===== src/rtl/reg_pkg.sv =====
// Shared configuration and packed lane types for the register file and its issue/writeback control.
package reg_pkg;

  localparam int unsigned PARALLEL_ORDER = 2;
  localparam int unsigned REG_ADDR_WIDTH = 5;
  localparam int unsigned REG_DATA_WIDTH = 32;

  localparam int unsigned STALL_CNT_WIDTH = 16;
  localparam logic [STALL_CNT_WIDTH-1:0] STALL_CNT_MAX = '1;

  typedef logic [PARALLEL_ORDER-1:0][REG_ADDR_WIDTH-1:0] lane_addr_t;
  typedef logic [PARALLEL_ORDER-1:0][REG_DATA_WIDTH-1:0] lane_data_t;

endpackage


===== src/rtl/reg_write_merge.sv =====
// Merges writeback lanes onto the register-file write ports; the highest lane wins an address collision.
module reg_write_merge
  import reg_pkg::*;
#(
  parameter int unsigned PARALLEL_ORDER = reg_pkg::PARALLEL_ORDER,
  parameter int unsigned REG_ADDR_WIDTH = reg_pkg::REG_ADDR_WIDTH,
  parameter int unsigned REG_DATA_WIDTH = reg_pkg::REG_DATA_WIDTH
) (
  input  logic                                            clk,
  input  logic                                            rst,
  input  logic [PARALLEL_ORDER-1:0]                       wb_valid,
  input  logic [PARALLEL_ORDER-1:0][REG_ADDR_WIDTH-1:0]   wb_addr,
  input  logic [PARALLEL_ORDER-1:0][REG_DATA_WIDTH-1:0]   wb_data,
  output logic [PARALLEL_ORDER-1:0]                       w_valid,
  output logic [PARALLEL_ORDER-1:0][REG_ADDR_WIDTH-1:0]   w_addr,
  output logic [PARALLEL_ORDER-1:0][REG_DATA_WIDTH-1:0]   w_data
);

  logic [PARALLEL_ORDER-1:0]                     w_valid_d, w_valid_q;
  logic [PARALLEL_ORDER-1:0][REG_ADDR_WIDTH-1:0] w_addr_q;
  logic [PARALLEL_ORDER-1:0][REG_DATA_WIDTH-1:0] w_data_q;

  always_comb begin
    w_valid_d = wb_valid;
    for (int unsigned i = 0; i < PARALLEL_ORDER; i++) begin
      for (int unsigned k = i + 1; k < PARALLEL_ORDER; k++) begin
        if (wb_valid[k] && (wb_addr[k] == wb_addr[i])) w_valid_d[i] = 1'b0;
      end
    end
  end

  // Address/data load on any valid lane, even a masked loser; they hold otherwise.
  always_ff @(posedge clk or posedge rst) begin
    if (rst) begin
      w_valid_q <= '0;
      w_addr_q  <= '0;
      w_data_q  <= '0;
    end else begin
      w_valid_q <= w_valid_d;
      for (int unsigned i = 0; i < PARALLEL_ORDER; i++) begin
        if (wb_valid[i]) begin
          w_addr_q[i] <= wb_addr[i];
          w_data_q[i] <= wb_data[i];
        end
      end
    end
  end

  assign w_valid = w_valid_q;
  assign w_addr  = w_addr_q;
  assign w_data  = w_data_q;

endmodule


===== src/rtl/reg_issue_ctrl.sv =====
// Busy scoreboard, in-order hazard-free issue grant and stall counter in front of the register file.
module reg_issue_ctrl
  import reg_pkg::*;
#(
  parameter int unsigned PARALLEL_ORDER = reg_pkg::PARALLEL_ORDER,
  parameter int unsigned REG_ADDR_WIDTH = reg_pkg::REG_ADDR_WIDTH,
  parameter int unsigned REG_DATA_WIDTH = reg_pkg::REG_DATA_WIDTH
) (
  input  logic                                            clk,
  input  logic                                            rst,
  input  logic [PARALLEL_ORDER-1:0]                       iss_valid,
  output logic [PARALLEL_ORDER-1:0]                       iss_ready,
  input  logic [PARALLEL_ORDER-1:0]                       iss_src1_valid,
  input  logic [PARALLEL_ORDER-1:0]                       iss_src2_valid,
  input  logic [PARALLEL_ORDER-1:0]                       iss_dst_valid,
  input  logic [PARALLEL_ORDER-1:0][REG_ADDR_WIDTH-1:0]   iss_src1,
  input  logic [PARALLEL_ORDER-1:0][REG_ADDR_WIDTH-1:0]   iss_src2,
  input  logic [PARALLEL_ORDER-1:0][REG_ADDR_WIDTH-1:0]   iss_dst,
  input  logic [PARALLEL_ORDER-1:0]                       wb_valid,
  input  logic [PARALLEL_ORDER-1:0][REG_ADDR_WIDTH-1:0]   wb_addr,
  input  logic [PARALLEL_ORDER-1:0][REG_DATA_WIDTH-1:0]   wb_data,
  output logic [PARALLEL_ORDER-1:0]                       w_valid,
  output logic [PARALLEL_ORDER-1:0][REG_ADDR_WIDTH-1:0]   w_addr,
  output logic [PARALLEL_ORDER-1:0][REG_DATA_WIDTH-1:0]   w_data,
  output logic [(1<<REG_ADDR_WIDTH)-1:0]                  busy,
  output logic [STALL_CNT_WIDTH-1:0]                      stall_cnt
);

  localparam int unsigned NREG = 1 << REG_ADDR_WIDTH;

  logic [NREG-1:0]            busy_d, busy_q;
  logic [STALL_CNT_WIDTH-1:0] stall_cnt_d, stall_cnt_q;
  logic [PARALLEL_ORDER-1:0]  hazard;

  reg_write_merge #(
    .PARALLEL_ORDER(PARALLEL_ORDER),
    .REG_ADDR_WIDTH(REG_ADDR_WIDTH),
    .REG_DATA_WIDTH(REG_DATA_WIDTH)
  ) u_write_merge (
    .clk     (clk),
    .rst     (rst),
    .wb_valid(wb_valid),
    .wb_addr (wb_addr),
    .wb_data (wb_data),
    .w_valid (w_valid),
    .w_addr  (w_addr),
    .w_data  (w_data)
  );

  // A lower lane's destination counts as a hazard even if that lane is itself stalled.
  always_comb begin
    logic order_ok;
    order_ok  = 1'b1;
    hazard    = '0;
    iss_ready = '0;
    for (int unsigned i = 0; i < PARALLEL_ORDER; i++) begin
      hazard[i] = (iss_src1_valid[i] && busy_q[iss_src1[i]]) ||
                  (iss_src2_valid[i] && busy_q[iss_src2[i]]) ||
                  (iss_dst_valid[i]  && busy_q[iss_dst[i]]);
      for (int unsigned j = 0; j < i; j++) begin
        if (iss_valid[j] && iss_dst_valid[j] &&
            ((iss_src1_valid[i] && (iss_src1[i] == iss_dst[j])) ||
             (iss_src2_valid[i] && (iss_src2[i] == iss_dst[j])) ||
             (iss_dst_valid[i]  && (iss_dst[i]  == iss_dst[j]))))
          hazard[i] = 1'b1;
      end
      iss_ready[i] = !hazard[i] && order_ok;
      order_ok     = order_ok && (!iss_valid[i] || iss_ready[i]);
    end
  end

  // Clears are applied first so a same-edge issue to the same address keeps it busy.
  always_comb begin
    busy_d = busy_q;
    for (int unsigned i = 0; i < PARALLEL_ORDER; i++) begin
      if (w_valid[i]) busy_d[w_addr[i]] = 1'b0;
    end
    for (int unsigned i = 0; i < PARALLEL_ORDER; i++) begin
      if (iss_valid[i] && iss_ready[i] && iss_dst_valid[i]) busy_d[iss_dst[i]] = 1'b1;
    end
  end

  always_comb begin
    stall_cnt_d = stall_cnt_q;
    if (|(iss_valid & ~iss_ready) && (stall_cnt_q != STALL_CNT_MAX))
      stall_cnt_d = stall_cnt_q + 1'b1;
  end

  always_ff @(posedge clk or posedge rst) begin
    if (rst) begin
      busy_q      <= '0;
      stall_cnt_q <= '0;
    end else begin
      busy_q      <= busy_d;
      stall_cnt_q <= stall_cnt_d;
    end
  end

  assign busy      = busy_q;
  assign stall_cnt = stall_cnt_q;

endmodule


===== config.mk =====
export PLATFORM = sky130hd
export DESIGN_NAME = reg_issue_ctrl
export DESIGN_NICKNAME = d
export VERILOG_FILES = /design/src/rtl/reg_pkg.sv /design/src/rtl/reg_write_merge.sv /design/src/rtl/reg_issue_ctrl.sv
export SDC_FILE = /design/constraint.sdc
export NUM_CORES = 1
export LEC_CHECK = 0
export BUFFER_PORTS_ARGS = -buffer_cell sky130_fd_sc_hd__buf_2
export CAP_MARGIN = 5
export CORE_ASPECT_RATIO = 1.4
export CORE_MARGIN = 2
export CORE_UTILIZATION = 40
export DETAILED_ROUTE_END_ITERATION = 7
export PLACE_DENSITY = 0.65
export SYNTH_ARGS = -nofsm -noshare
export SYNTH_HDL_FRONTEND = slang
export SYNTH_SLANG_ARGS = --single-unit
export TNS_END_PERCENT = 5

===== constraint.sdc =====
create_clock -name clk -period 4.2 [get_ports clk]
set_input_delay 0.21 -clock clk [delete_from_list [all_inputs] [get_ports clk]]
set_output_delay 0.21 -clock clk [all_outputs]
set_load 0.02 [all_outputs]

## Yosys cells after proc, flatten, opt, wreduce, memory -nomap -nowiden

Cells that the tools add are included.

| operators by class | value |
|---|---|
| add/sub/neg operators | 1 |
| magnitude comparators | 12 |
| bitwise gates (word level) | 8 |
| equal/unequal tests | 5 |
| reduce and logical (&&, ||, !) cells | 33 |
| multiplexer cells | 26 |

Operators by type and width:

| operator | count |
|---|---|
| 32-bit 2-to-1 mux | 4 |
| 32-bit bitwise AND | 2 |
| 32-bit NOT | 2 |
| 32-bit bitwise OR | 2 |
| 5-bit by 6-bit less-than comparator with 1-bit output, second input constant | 8 |
| 1-bit binary-select mux with 5-bit select | 6 |
| 1-bit logical AND | 22 |
| 1-bit demux with 5-bit select | 4 |
| 5-bit == test | 4 |
| 5-bit by 1-bit >= comparator with 1-bit output, second input constant | 4 |
| 16-bit by 1-bit adder with 16-bit output, second input constant | 1 |
| 16-bit != test, second input constant | 1 |
| 1-bit 2-to-1 mux | 12 |
| 1-bit logical OR | 7 |
| 1-bit zero test | 3 |
| 2-bit bitwise AND | 1 |
| 2-bit NOT | 1 |
| 2-bit OR reduction | 1 |

| storage, ports and cells | value |
|---|---|
| output and inout bits | 126 |
| word-level logic and storage cells | 92 |
| bits of input ports | 116 |
| register bits after elaboration | 124 |

## Logic depth before layout (Yosys ltp)

Gate-level depths: netlist (run 1).

| depth | value |
|---|---|
| depth in word-level cells | 13 |
| depth in mapped cells | 11 |
| mapped depth without buffers | 8 |

## Modules after synthesis

From an unflattened synthesis (run 1), not the netlist that was laid out.

| unflattened totals | value |
|---|---|
| cell total of the unflattened synthesis | 638 |
| area total of the unflattened synthesis | 7666.1 um2 |

Modules (own cells, without submodules):

| module | times used | seq. area each (um2) | area each (um2) | cells an instance |
|---|---|---|---|---|
| reg_issue_ctrl | 1 | 1201.2 | 4647.0 | 471 |
| reg_write_merge | 1 | 1901.8 | 3019.1 | 167 |

## Least setup slack after synthesis (run 1)

OpenSTA, ideal clock, no wires.

| timing path | value |
|---|---|
| kind | register to register |
| start point | register busy_q[29], in the netlist busy[29] |
| end point | register busy_q[23], in the netlist busy[23] |
| arrival time | 3.010 ns |
| library setup time | 0.066 ns |
| setup slack | 1.123 ns |
| period minus slack after synthesis | 3.077 ns |
| data required time | 4.134 ns |
| stages on the path, launching flop included | 10 |
| buffers on the path | 1 |
| cell sequence | dfrtp_1 mux4_2 mux4_2 nor2_1 nor3b_1 a221o_1 nor4_4 clkbuf_1 nand4_1 nand2_1 |

| on the way | value |
|---|---|
| cells in the longest elaborated chain, start to end | 11 |
| elaborated cells on any way between the ends | 34 |
| classes of those cells | mux: 15; bitwise: 1; reduce/logical: 18 |

RTL lines:

| element | line | source |
|---|---|---|
| from (decl) | reg_issue_ctrl.sv:31 | `logic [NREG-1:0] busy_d, busy_q;` |
| from (signal assigned) | reg_issue_ctrl.sv:94 | `busy_q <= busy_d;` |
| 1-bit binary-select mux with 5-bit select (on tied branches) | reg_issue_ctrl.sv:57, reg_issue_ctrl.sv:58 |  |
| 1-bit 2-to-1 mux (on tied branches) | reg_issue_ctrl.sv:57, reg_issue_ctrl.sv:58 |  |
| 1-bit logical AND (on tied branches) | reg_issue_ctrl.sv:57, reg_issue_ctrl.sv:58 |  |
| 1-bit logical OR | reg_issue_ctrl.sv:57 | `hazard[i] = (iss_src1_valid[i] && busy_q[iss_src1[i]]) \|\|` |
| 1-bit logical OR | reg_issue_ctrl.sv:58 | `(iss_src2_valid[i] && busy_q[iss_src2[i]]) \|\|` |
| 1-bit 2-to-1 mux / 1-bit zero test (equally long branches) | reg_issue_ctrl.sv:61, reg_issue_ctrl.sv:67 |  |
| 1-bit zero test / 1-bit logical OR (equally long branches) | reg_issue_ctrl.sv:67, reg_issue_ctrl.sv:68 |  |
| 1-bit logical AND (*) | reg_issue_ctrl.sv:67 | `iss_ready[i] = !hazard[i] && order_ok;` |
| net iss_ready[1] | reg_issue_ctrl.sv:12 | `output logic [PARALLEL_ORDER-1:0] iss_ready,` |
| 1-bit logical AND (*) (2 in a row) | reg_issue_ctrl.sv:79 | `if (iss_valid[i] && iss_ready[i] && iss_dst_valid[i]) busy_d[iss_dst[i]] = 1'b1;` |
| 32-bit 2-to-1 mux (*) | reg_issue_ctrl.sv:79 |  |
| net busy_d[23] | reg_issue_ctrl.sv:31 |  |

The timed path passes the listed nets; every way through them passes the cells marked *. The select of a mux whose other input is x is not followed.
A chain may end at the register's enable or synchronous reset.

## Worst setup path after layout (run 1)

| timing path | value |
|---|---|
| start point | register busy_q[9], in the netlist busy[9] |
| end point | output iss_ready[1] |

| on the way | value |
|---|---|
| cells in the longest elaborated chain, start to end | 8 |
| elaborated cells on any way between the ends | 27 |
| classes of those cells | mux: 13; reduce/logical: 14 |

RTL lines:

| element | line |
|---|---|
| 1-bit binary-select mux with 5-bit select (on tied branches) | reg_issue_ctrl.sv:57, reg_issue_ctrl.sv:58 |
| 1-bit 2-to-1 mux (on tied branches) | reg_issue_ctrl.sv:57, reg_issue_ctrl.sv:58 |
| 1-bit logical AND (on tied branches) | reg_issue_ctrl.sv:57, reg_issue_ctrl.sv:58 |
| 1-bit logical OR | reg_issue_ctrl.sv:57 |
| 1-bit logical OR | reg_issue_ctrl.sv:58 |
| 1-bit 2-to-1 mux / 1-bit zero test (equally long branches) | reg_issue_ctrl.sv:61, reg_issue_ctrl.sv:67 |
| 1-bit zero test / 1-bit logical OR (equally long branches) | reg_issue_ctrl.sv:67, reg_issue_ctrl.sv:68 |
| 1-bit logical AND (*) | reg_issue_ctrl.sv:67 |
| to (decl) | reg_issue_ctrl.sv:12 |

Mark *: on every way between the ends. The rest lies on a longest branch, timed or not. The select of a mux whose other input is x is not followed.

==> flow_summary_export.csv, run 1 <==
group,metric,value,unit
logic_synthesis,syn_inst,665,
detailed_routing,drt_first_pass_iters,5,
floorplanning,die-area,20100,um2
worst_setup_path,slowest_stage,"dfrtp_1",
sta,clock.fmax,281,MHz
placed_design,port_buffers,241,
power,powerDensity,518,nW/um2
logic_synthesis,ys_warn_count,0,
global_route,grt_util_all_layers,0.256,
clock_network,post_cts_buffers,0,
global_route,grt_max_degree,44,
worst_setup_path,crit_chain,"mux4_2 > mux4_2 > nor2_1 > nor3b_1 > a221o_1 > nor4_4 > buf_4 > buf_2",
sta,setup_violations,0,
sta,min_period,3550,ps
worst_setup_path,crit_start,"busy[9]",
worst_setup_path,crit_arrival,3340,ps
clock_network,cts_resized,0,
placed_design,gp_congestion,0.977,
clock_network,cts_buffers,17,
detailed_routing,drc,0,
logic_synthesis,async_reset_ff_frac,1.00,
detailed_routing,ant_nets,0,
sta,worst_clock_skew,14.8,ps
worst_setup_path,path_class,"reg -> out",
worst_setup_path,crit_fanout,18,
power,ir_drop,0.252,mV
run,drv_cap,0,
cells_and_area,layout_common_cells,"buf_2, dfrtp_1, mux2_2, nand2_1, mux4_2",
placed_design,dp_hpwl,18500,um
worst_setup_path,cp.required,3990,ps
logic_synthesis,synth_edf_count,0,
floorplanning,die_x,120,um
global_route,grt_pass1_wl,39700,um
floorplanning,io_pins,242,
worst_setup_path,max_stage_delay,530,ps
logic_synthesis,synth_fp_nets,782,
clock_network,clk_pin_slew,70,ps
detailed_routing,drt_iter0_drc,624,
cells_and_area,drive_gt1_frac,0.458,
floorplanning,die_h,167,um
logic_synthesis,ys_seq_area_frac,0.410,
global_route,overflow,0,
detailed_routing,routedWlPerCell,22.5,um
clock_network,cts_tree,"yes",
power,p_leak,4.39,nW
sta,maxSlewViolCount,0,
cells_and_area,final_common_cell,"buf_2",
worst_hold_path,hold_start,"wb_data[16]",
worst_setup_path,reg2reg_from,"busy[9]",
clock_network,clkLatencyLatePin,420,ps
global_route,antenna_found_initial,1,
floorplanning,core-area,18600,um2
floorplanning,initial_core_util,0.407,
clock_network,clockBufferDepth,2,
logic_synthesis,syn_area,7570,um2
clock_network,clock-sinks,124,
cells_and_area,fillers,1695,
logic_synthesis,synth_cell_types,50,
run_status,outcome,"complete, no violations",
logic_synthesis,synth-main-ff-cell,"dfrtp_1",
sta,rsz0062_at_grt,"no",
placed_design,placed_area,8940,um2
clock_network,clockRootBuffer,"clkbuf_16",
cells_and_area,final_cell_area,9550,um2
worst_setup_path,cp-end-kind,"output port",
sta,hold_viol_final,0,
detailed_routing,drt-total-wl,25700,um
cells_and_area,layout.nets,1001,
sta,fin_setup_tns,0,ps
global_route,grt_pass1_vias,7024,
sta,slew_headroom,0.271,
detailed_routing,vias_per_cell,6.03,
worst_hold_path,hold_path.class,"in -> reg",
cells_and_area,syn_to_final_growth,26.1,%
cells_and_area,antenna_cells,0,
logic_synthesis,synth-seq-cells,124,
logic_synthesis,postSynthAreaPerCell,11.4,um2
clock_network,cts_hold_buffers,1,
worst_setup_path,worstSetupStartpointType,"flip-flop",
detailed_routing,vias,6885,
floorplanning,row_count,59,
sta,fin_crit_sh,0.846,
clock_network,cts_max_level,4,
sta,tightest_slew,1090,ps
worst_setup_path,crit_top_cell,"mux4_2",
## state kept, by name (all words and copies together), names as in the netlist
signal                 count
busy                      32
stall_cnt                 16
u_write_merge.w_addr      10
u_write_merge.w_data      64
u_write_merge.w_valid      2
## power by group
| part | switching [mW] | internal, mW |
|---|---|---|
| Clock | 0.611 | 0.894 |
| Sequential | 0.451 | 1.40 |
| Combinational | 0.849 | 0.734 |
## routing by layer
| layer | track usage | vias to the layer above | wire length (um) |
|---|---|---|---|
| met2 | 0.420 | 467 | 12500 |
| met3 | 0.0558 | 84 | 2400 |
| met1 | 0.312 | 3352 | 9470 |
| met4 | 0.143 | 2 | 1260 |
| li1 | - | 2980 | - |
| met5 | 0 | - | 13 |
## final cells by class
type                       count  area [um2]  share of cell area
clock inverter                15         174              0.0182
clock buffer                  17         425              0.0446
inverter                       9        36.3             0.00380
tap                          244         305              0.0320
timing repair buffer         247        1250               0.131
sequential                   124        3100               0.325
multi-input combinational    485        4250               0.445
## critical path, delay by kind of cell, from the launching register on
family | cells | cell delay, ps
and+or+nand+nor | 3 | 560
buffers and inverters | 2 | 520
AOI/OAI and AO/OA | 1 | 340
DFF | 1 | 530
muxes | 2 | 980
## synth_stat cells, types with 2 or more instances
cell / instances / area, um2
nor4_1: 6 / 37.5
a221o_1: 5 / 50.1
and4_1: 2 / 17.5
nand3_1: 24 / 120
nand4b_1: 2 / 17.5
clkbuf_1: 36 / 135
nand2_1: 66 / 248
nand2b_1: 4 / 25.0
o211ai_1: 4 / 30.0
xor2_1: 16 / 140
o22ai_1: 10 / 62.6
nand3b_1: 6 / 45.0
and3_1: 18 / 113
buf_1: 6 / 22.5
nor2b_1: 5 / 31.3
a41o_1: 3 / 30.0
buf_2: 4 / 20.0
o221ai_1: 3 / 26.3
a31oi_1: 3 / 18.8
a22oi_1: 39 / 293
a22o_1: 4 / 35.0
and3b_1: 7 / 61.3
or3b_2: 3 / 26.3
mux2i_1: 22 / 220
a21o_1: 4 / 30.0
dfrtp_1: 124 / 3100
xnor2_1: 18 / 158
inv_1: 9 / 33.8
a21oi_1: 8 / 40.0
nor2_1: 17 / 63.8
o21ai_0: 9 / 45.0
nand4_1: 7 / 43.8
a32oi_1: 3 / 26.3
nor3b_1: 12 / 90.1
mux2_2: 86 / 968
mux4_2: 41 / 923
nor3_1: 16 / 80.1
## per-stage QoR
| stage | util | std cells | hold slack, ps | worst slack, ps | power (mW) |
|---|---|---|---|---|---|
| 2_1_floorplan | - | 665 | 241 | 691 | 2.75 |
| 3_3_place_gp | 0.480 | 1108 | 292 | 864 | 3.40 |
| 3_5_place_dp | 0.480 | 1108 | 294 | 797 | 3.42 |
| 4_1_cts | 0.513 | 1141 | 5.37 | 641 | 4.94 |
| 5_1_grt | 0.513 | 1141 | 5.92 | 539 | 5.15 |
| 6_report | 0.513 | 1141 | 13.3 | 646 | 4.94 |
## path summary, 6_finish.rpt
path                                             to  slack (ps)  cells after the start
max                                    iss_ready[1]         650                      8
min                        u_write_merge.w_data[16]          10                      2
max reg2reg                                 busy[8]         890                      8
min reg2reg                           stall_cnt[11]         490                      1
max in group asynchronous                  busy[27]        2820                      4
min in group asynchronous  u_write_merge.w_data[13]         400                      3
## cells by family after synthesis
| logic type | Yosys count | synth area share |
|---|---|---|
| mux | 149 | 0.279 |
| xor+xnor | 34 | 0.0393 |
| buf+inv | 56 | 0.0289 |
| compound gates | 100 | 0.0967 |
| simple gates | 201 | 0.144 |
| flops | 124 | 0.410 |
| fa+ha+maj | 1 | 0.00165 |
(Power assumes the default switching activity.)
==> run 2, diff against run 1 <==
--- a/config.mk
+++ b/config.mk
@@ -11,7 +11,7 @@
 export CORE_MARGIN = 2
 export CORE_UTILIZATION = 40
 export DETAILED_ROUTE_END_ITERATION = 7
-export PLACE_DENSITY = 0.65
+export PLACE_DENSITY = 0.68
 export SYNTH_ARGS = -nofsm -noshare
 export SYNTH_HDL_FRONTEND = slang
 export SYNTH_SLANG_ARGS = --single-unit
==> constraint.sdc (replaced) <==
create_clock -name clk -period 3.2 [get_ports clk]
set_input_delay 0.16 -clock clk [delete_from_list [all_inputs] [get_ports clk]]
set_output_delay 0.16 -clock clk [all_outputs]
set_load 0.02 [all_outputs]
==> flow_summary_export.csv, run 2 (same netlist as run 1, synthesis figures left out) <==
group,metric,value,unit
floorplanning,initial_core_util,0.407,
cells_and_area,syn_to_final_growth,40.7,%
floorplanning,io_pins,242,
run_status,outcome,"finished with violations",
clock_network,cts_tree,"yes",
global_route,grt_pass1_vias,7549,
worst_setup_path,worstSetupStartpointType,"flip-flop",
sta,whs,10.5,ps
cells_and_area,layout.nets,1112,
run_status,violations,"setup timing",
detailed_routing,vias_per_cell,5.86,
floorplanning,row_count,59,
sta,worst_clock_skew,13.9,ps
placed_design,placed_cells,1147,
floorplanning,core-area,18600,um2
worst_setup_path,path_class,"reg -> out",
detailed_routing,drt-total-wl,28400,um
worst_setup_path,r2r_cells,11,
clock_network,cts_max_level,4,
placed_design,port_buffers,241,
sta,fin_setup_tns,-9.10,ps
sta,min_period,3210,ps
floorplanning,die_x,120,um
sta,tightest_slew,939,ps
run,drv_cap,0,
sta,fin_crit_sh,1.00,
worst_setup_path,reg2reg_from,"busy[26]",
detailed_routing,drt_first_pass_iters,5,
worst_setup_path,r2r-end,"stall_cnt[1]",
sta,clock.fmax,312,MHz
clock_network,clk_pin_slew,60,ps
cells_and_area,drive_gt1_frac,0.478,
power,p_leak,4.90,nW
power,ir_drop,0.333,mV
clock_network,clockRootBuffer,"clkbuf_16",
floorplanning,die-area,20100,um2
power,powerDensity,661,nW/um2
cells_and_area,final_cells,1252,
worst_setup_path,endpoint,"iss_ready[1]",
cells_and_area,largest_reg_flops,64,
cells_and_area,final_common_cell,"buf_2",
global_route,antenna_found_initial,0,
sta,postLayoutSetupSlackWorst,-9.10,ps
global_route,grt_max_degree,125,
worst_hold_path,hold_path.class,"in -> reg",
detailed_routing,ant_nets,0,
clock_network,clock-sinks,124,
worst_setup_path,crit_arrival,3050,ps
cells_and_area,antenna_cells,0,
worst_setup_path,crit_start,"busy[28]",
placed_design,dp_hpwl,20200,um
cells_and_area,layout_common_cells,"buf_2, dfrtp_1, mux2_2, nand2_1, dlygate4sd3_1",
clock_network,clkLatencyLatePin,410,ps
clock_network,clockBufferDepth,2,
placed_design,gp_congestion,0.927,
detailed_routing,routedWlPerCell,22.7,um
worst_setup_path,crit_fanout,5,
worst_setup_path,r2r_setup_slack,120,ps
placed_design,dp_slack,33.6,ps
global_route,grt_pass1_wl,43100,um
global_route,grt_util_all_layers,0.283,
sta,hold_viol_final,0,
floorplanning,die_h,167,um
sta,maxSlewViolCount,0,
worst_setup_path,cp.required,3040,ps
detailed_routing,vias,7336,
worst_hold_path,min_path_cells,2,
global_route,overflow,0,
cells_and_area,fillers,1575,
worst_setup_path,cp-end-kind,"output port",
sta,rsz0062_at_grt,"yes",
sta,setup_violations,1,
detailed_routing,drc,0,
clock_network,cts_buffers,17,
sta,slew_headroom,0.373,
detailed_routing,drt_iter0_drc,581,
[run 2: changes by cell type in the layout (fill, tap and decap cells not counted), moves of 2 or more]
cell | previous run | this run
buf_4 | 5 | 51
buf_6 | 0 | 3
inv_6 | 7 | 4
dfrtp_1 | 124 | 107
buf_12 | 0 | 3
bufinv_16 | 2 | 4
dfrtp_2 | 0 | 17
dlygate4sd3_1 | 1 | 61
[run 2: timing repair]
| item | in CTS | in global routing |
|---|---|---|
| hold endpoints to repair | 123 | 0 |
| endpoints found under the setup margin | 1 | 4 |
| resized for setup | 26 | 2 |
| pin swaps | 3 | 0 |
| hold buffers | 61 | 0 |
| setup buffers | 12 | 0 |
[run 2: layout make-up]
| cell class | count | area (um2) | area share |
|---|---|---|---|
| Timing Repair Buffer | 358 | 2290 | 0.215 |
| Sequential cell | 124 | 3120 | 0.293 |
| Clock buffer | 18 | 429 | 0.0403 |
| Tap cell | 244 | 305 | 0.0287 |
| Clock inverter | 14 | 208 | 0.0195 |
| Multi-Input combinational cell | 485 | 4260 | 0.400 |
| Inverter | 9 | 37.5 | 0.00352 |
[run 2: through the flow]
| stage | cell area, um2 | utilization | power [mW] |
|---|---|---|---|
| 5_1_grt | 10700 | 0.573 | 7.31 |
| 6_report | 10700 | 0.573 | 7.04 |
| 2_1_floorplan | 7570 | - | 3.61 |
| 4_1_cts | 10600 | 0.572 | 7.00 |
| 3_3_place_gp | 9260 | 0.498 | 4.67 |
| 3_5_place_dp | 9260 | 0.498 | 4.69 |
[run 2: where the power goes]
group | internal, mW | leakage, nW | switching, mW | total (mW)
Combinational | 1.26 | 3.10 | 1.41 | 2.66
Clock | 1.32 | 0.304 | 0.777 | 2.10
Sequential | 1.86 | 1.49 | 0.410 | 2.27
Total | 4.44 | 4.90 | 2.59 | 7.04
[run 2: worst min path at each step]
| stage | from | endpoint | slack [ps] |
|---|---|---|---|
| floorplan | wb_valid[1] | u_write_merge.w_valid[1] | 190 |
| global route | wb_addr[7] | u_write_merge.w_addr[7] | 2 |
| global placement | wb_data[55] | u_write_merge.w_data[55] | 390 |
| detailed placement | wb_data[60] | u_write_merge.w_data[60] | 390 |
| finish | wb_addr[4] | u_write_merge.w_addr[4] | 10 |
| CTS | wb_addr[0] | u_write_merge.w_addr[0] | 0.5 |
[run 2: layer usage]
metal	track usage	up-vias	part of all wire
li1	-	3195	-
met1	0.326	3548	0.36
met2	0.474	488	0.49
met3	0.0613	105	0.085
met4	0.180	0	0.066
met5	0	-	0
[run 2: critical path, stage by stage (launching register included)]
cell and delay, ps:
dfrtp_2 430, buf_6 140, mux4_2 450, mux4_2 470
nor2_2 140, nor3b_1 60, a221o_2 380, nor4_4 170
buf_4 170, buf_12 100, buf_6 110
==> run 3, diff against run 2 <==
--- a/config.mk
+++ b/config.mk
@@ -12,6 +12,7 @@
 export CORE_UTILIZATION = 40
 export DETAILED_ROUTE_END_ITERATION = 7
 export PLACE_DENSITY = 0.68
+export RECOVER_POWER = 50
 export SYNTH_ARGS = -nofsm -noshare
 export SYNTH_HDL_FRONTEND = slang
 export SYNTH_SLANG_ARGS = --single-unit
==> flow_summary_export.csv, run 3 (same netlist as run 1, synthesis figures left out) <==
group,metric,value,unit
run_status,outcome,"finished with violations",
run_status,violations,"capacitance limit, slew limit, setup timing",
clock_network,clk_pin_slew,60,ps
sta,hold_viol_final,0,
sta,postLayoutSetupSlackWorst,-20.3,ps
clock_network,cts_max_level,4,
global_route,grt_pass1_wl,43100,um
detailed_routing,vias_per_cell,5.87,
cells_and_area,final_cell_area,10600,um2
worst_setup_path,slowest_stage,"nor4_1",
clock_network,cts_buffers,17,
cells_and_area,antenna_cells,0,
sta,clock.fmax,311,MHz
clock_network,clockBufferDepth,2,
clock_network,clkLatencyLatePin,410,ps
detailed_routing,routed-wl-met3,2380,um
placed_design,port_buffers,241,
detailed_routing,wl_met2,14000,um
global_route,grt_util_all_layers,0.283,
worst_setup_path,crit_top_cell,"buf_4",
floorplanning,io_pins,242,
global_route,grt_pass1_vias,7549,
cells_and_area,final_cells,1252,
placed_design,dp_slack,33.6,ps
sta,maxSlewViolCount,204,
cells_and_area,utilization,0.571,
worst_setup_path,cp.required,3040,ps
sta,rsz0062_at_grt,"yes",
floorplanning,core-area,18600,um2
floorplanning,row_count,59,
sta,tightest_slew,2090,ps
placed_design,placed_cells,1147,
worst_setup_path,crit_arrival,3060,ps
clock_network,clock-sinks,124,
detailed_routing,routedWlPerCell,22.7,um
floorplanning,die-area,20100,um2
power,p_leak,4.84,nW
cells_and_area,layout.nets,1112,
cells_and_area,largest_reg_flops,64,
sta,slew_headroom,-0.390,
global_route,overflow,0,
detailed_routing,met1_length,10300,um
power,powerDensity,662,nW/um2
global_route,antenna_found_initial,0,
run,drv_cap,3,
detailed_routing,drc,0,
detailed_routing,ant_nets,0,
placed_design,gp_congestion,0.927,
detailed_routing,drt_iter0_drc,690,
placed_design,dp_hpwl,20200,um
cells_and_area,syn_to_final_growth,40.2,%
clock_network,cts_tree,"yes",
detailed_routing,drt-total-wl,28400,um
sta,worst_clock_skew,16.1,ps
worst_setup_path,max_stage_delay,500,ps
worst_setup_path,crit_fanout,4,
power,p_total,7.03,mW
global_route,grt_max_degree,125,
placed_design,placed_area,9260,um2
floorplanning,die_x,120,um
sta,fin_setup_tns,-20.3,ps
sta,setup_violations,1,
sta,min_period,3220,ps
worst_setup_path,path_class,"reg -> out",
clock_network,clockRootBuffer,"clkbuf_16",
worst_setup_path,cp-end-kind,"output port",
worst_hold_path,hold_path.class,"in -> reg",
cells_and_area,drive_gt1_frac,0.454,
detailed_routing,vias,7355,
power,ir_drop,0.331,mV
floorplanning,die_h,167,um
worst_setup_path,crit_chain,"buf_4 > buf_4 > mux2i_1 > o22ai_1 > nor4_1 > buf_4 > o22ai_1 > nor4_4 > buf_4 > buf_12 > buf_6",
floorplanning,initial_core_util,0.407,
worst_setup_path,worstSetupStartpointType,"flip-flop",
sta,fin_crit_sh,1.01,
cells_and_area,layout_common_cells,"buf_2, dfrtp_1, mux2_2, nand2_1, dlygate4sd3_1",
detailed_routing,drt_first_pass_iters,5,
cells_and_area,final_common_cell,"buf_2",
detailed_routing,maxUsedRoutingLayer,"met4",
sta,whs,13.0,ps
-- run 3: report_power, final --
part	internal [mW]	switching (mW)	leakage [nW]	total, mW
combinational	1.25	1.41	3.04	2.65
sequential	1.86	0.409	1.49	2.27
clock	1.32	0.777	0.304	2.10
total	4.44	2.59	4.84	7.03
-- run 3: path summary, 6_finish.rpt --
path	slack, ps	cells after the start	endpoint	from
worst max-delay path	-20	11	iss_ready[1]	busy[26]
worst min-delay path	10	2	u_write_merge.w_addr[4]	wb_addr[4]
worst max register to register	100	11	stall_cnt[1]	busy[26]
worst min register to register	500	1	stall_cnt[15]	stall_cnt[15]
max in group asynchronous	1050	4	busy[15]	rst
min in group asynchronous	890	4	u_write_merge.w_data[37]	rst
-- run 3: area by class of cell --
type / instances / area [um2]
Clock buffer: 18 / 429
Sequential cell: 124 / 3120
Multi-Input combinational cell: 485 / 4260
Fill cell: 1587 / 7990
Inverter: 9 / 37.5
Timing Repair Buffer: 358 / 2250
Tap cell: 244 / 305
Clock inverter: 14 / 208
-- run 3: layer usage --
layer | up-vias | GRT usage
li1 | 3200 | -
met1 | 3595 | 0.326
met2 | 459 | 0.474
met3 | 101 | 0.0613
met4 | 0 | 0.180
met5 | - | 0
-- run 3: what timing repair did --
item	CTS	global route
hold buffers	61	0
pin swaps	3	0
hold endpoints to repair	123	0
buffers inserted	12	0
endpoints found under the setup margin	1	4
resized for setup	26	2
-- run 3: critical path: cells and delay by family (launching register included) --
kind | cells | cell delay [ps]
muxes | 1 | 330
DFF | 1 | 390
AOI/OAI and AO/OA | 2 | 280
buffers and inverters | 6 | 880
and+or+nand+nor | 2 | 760
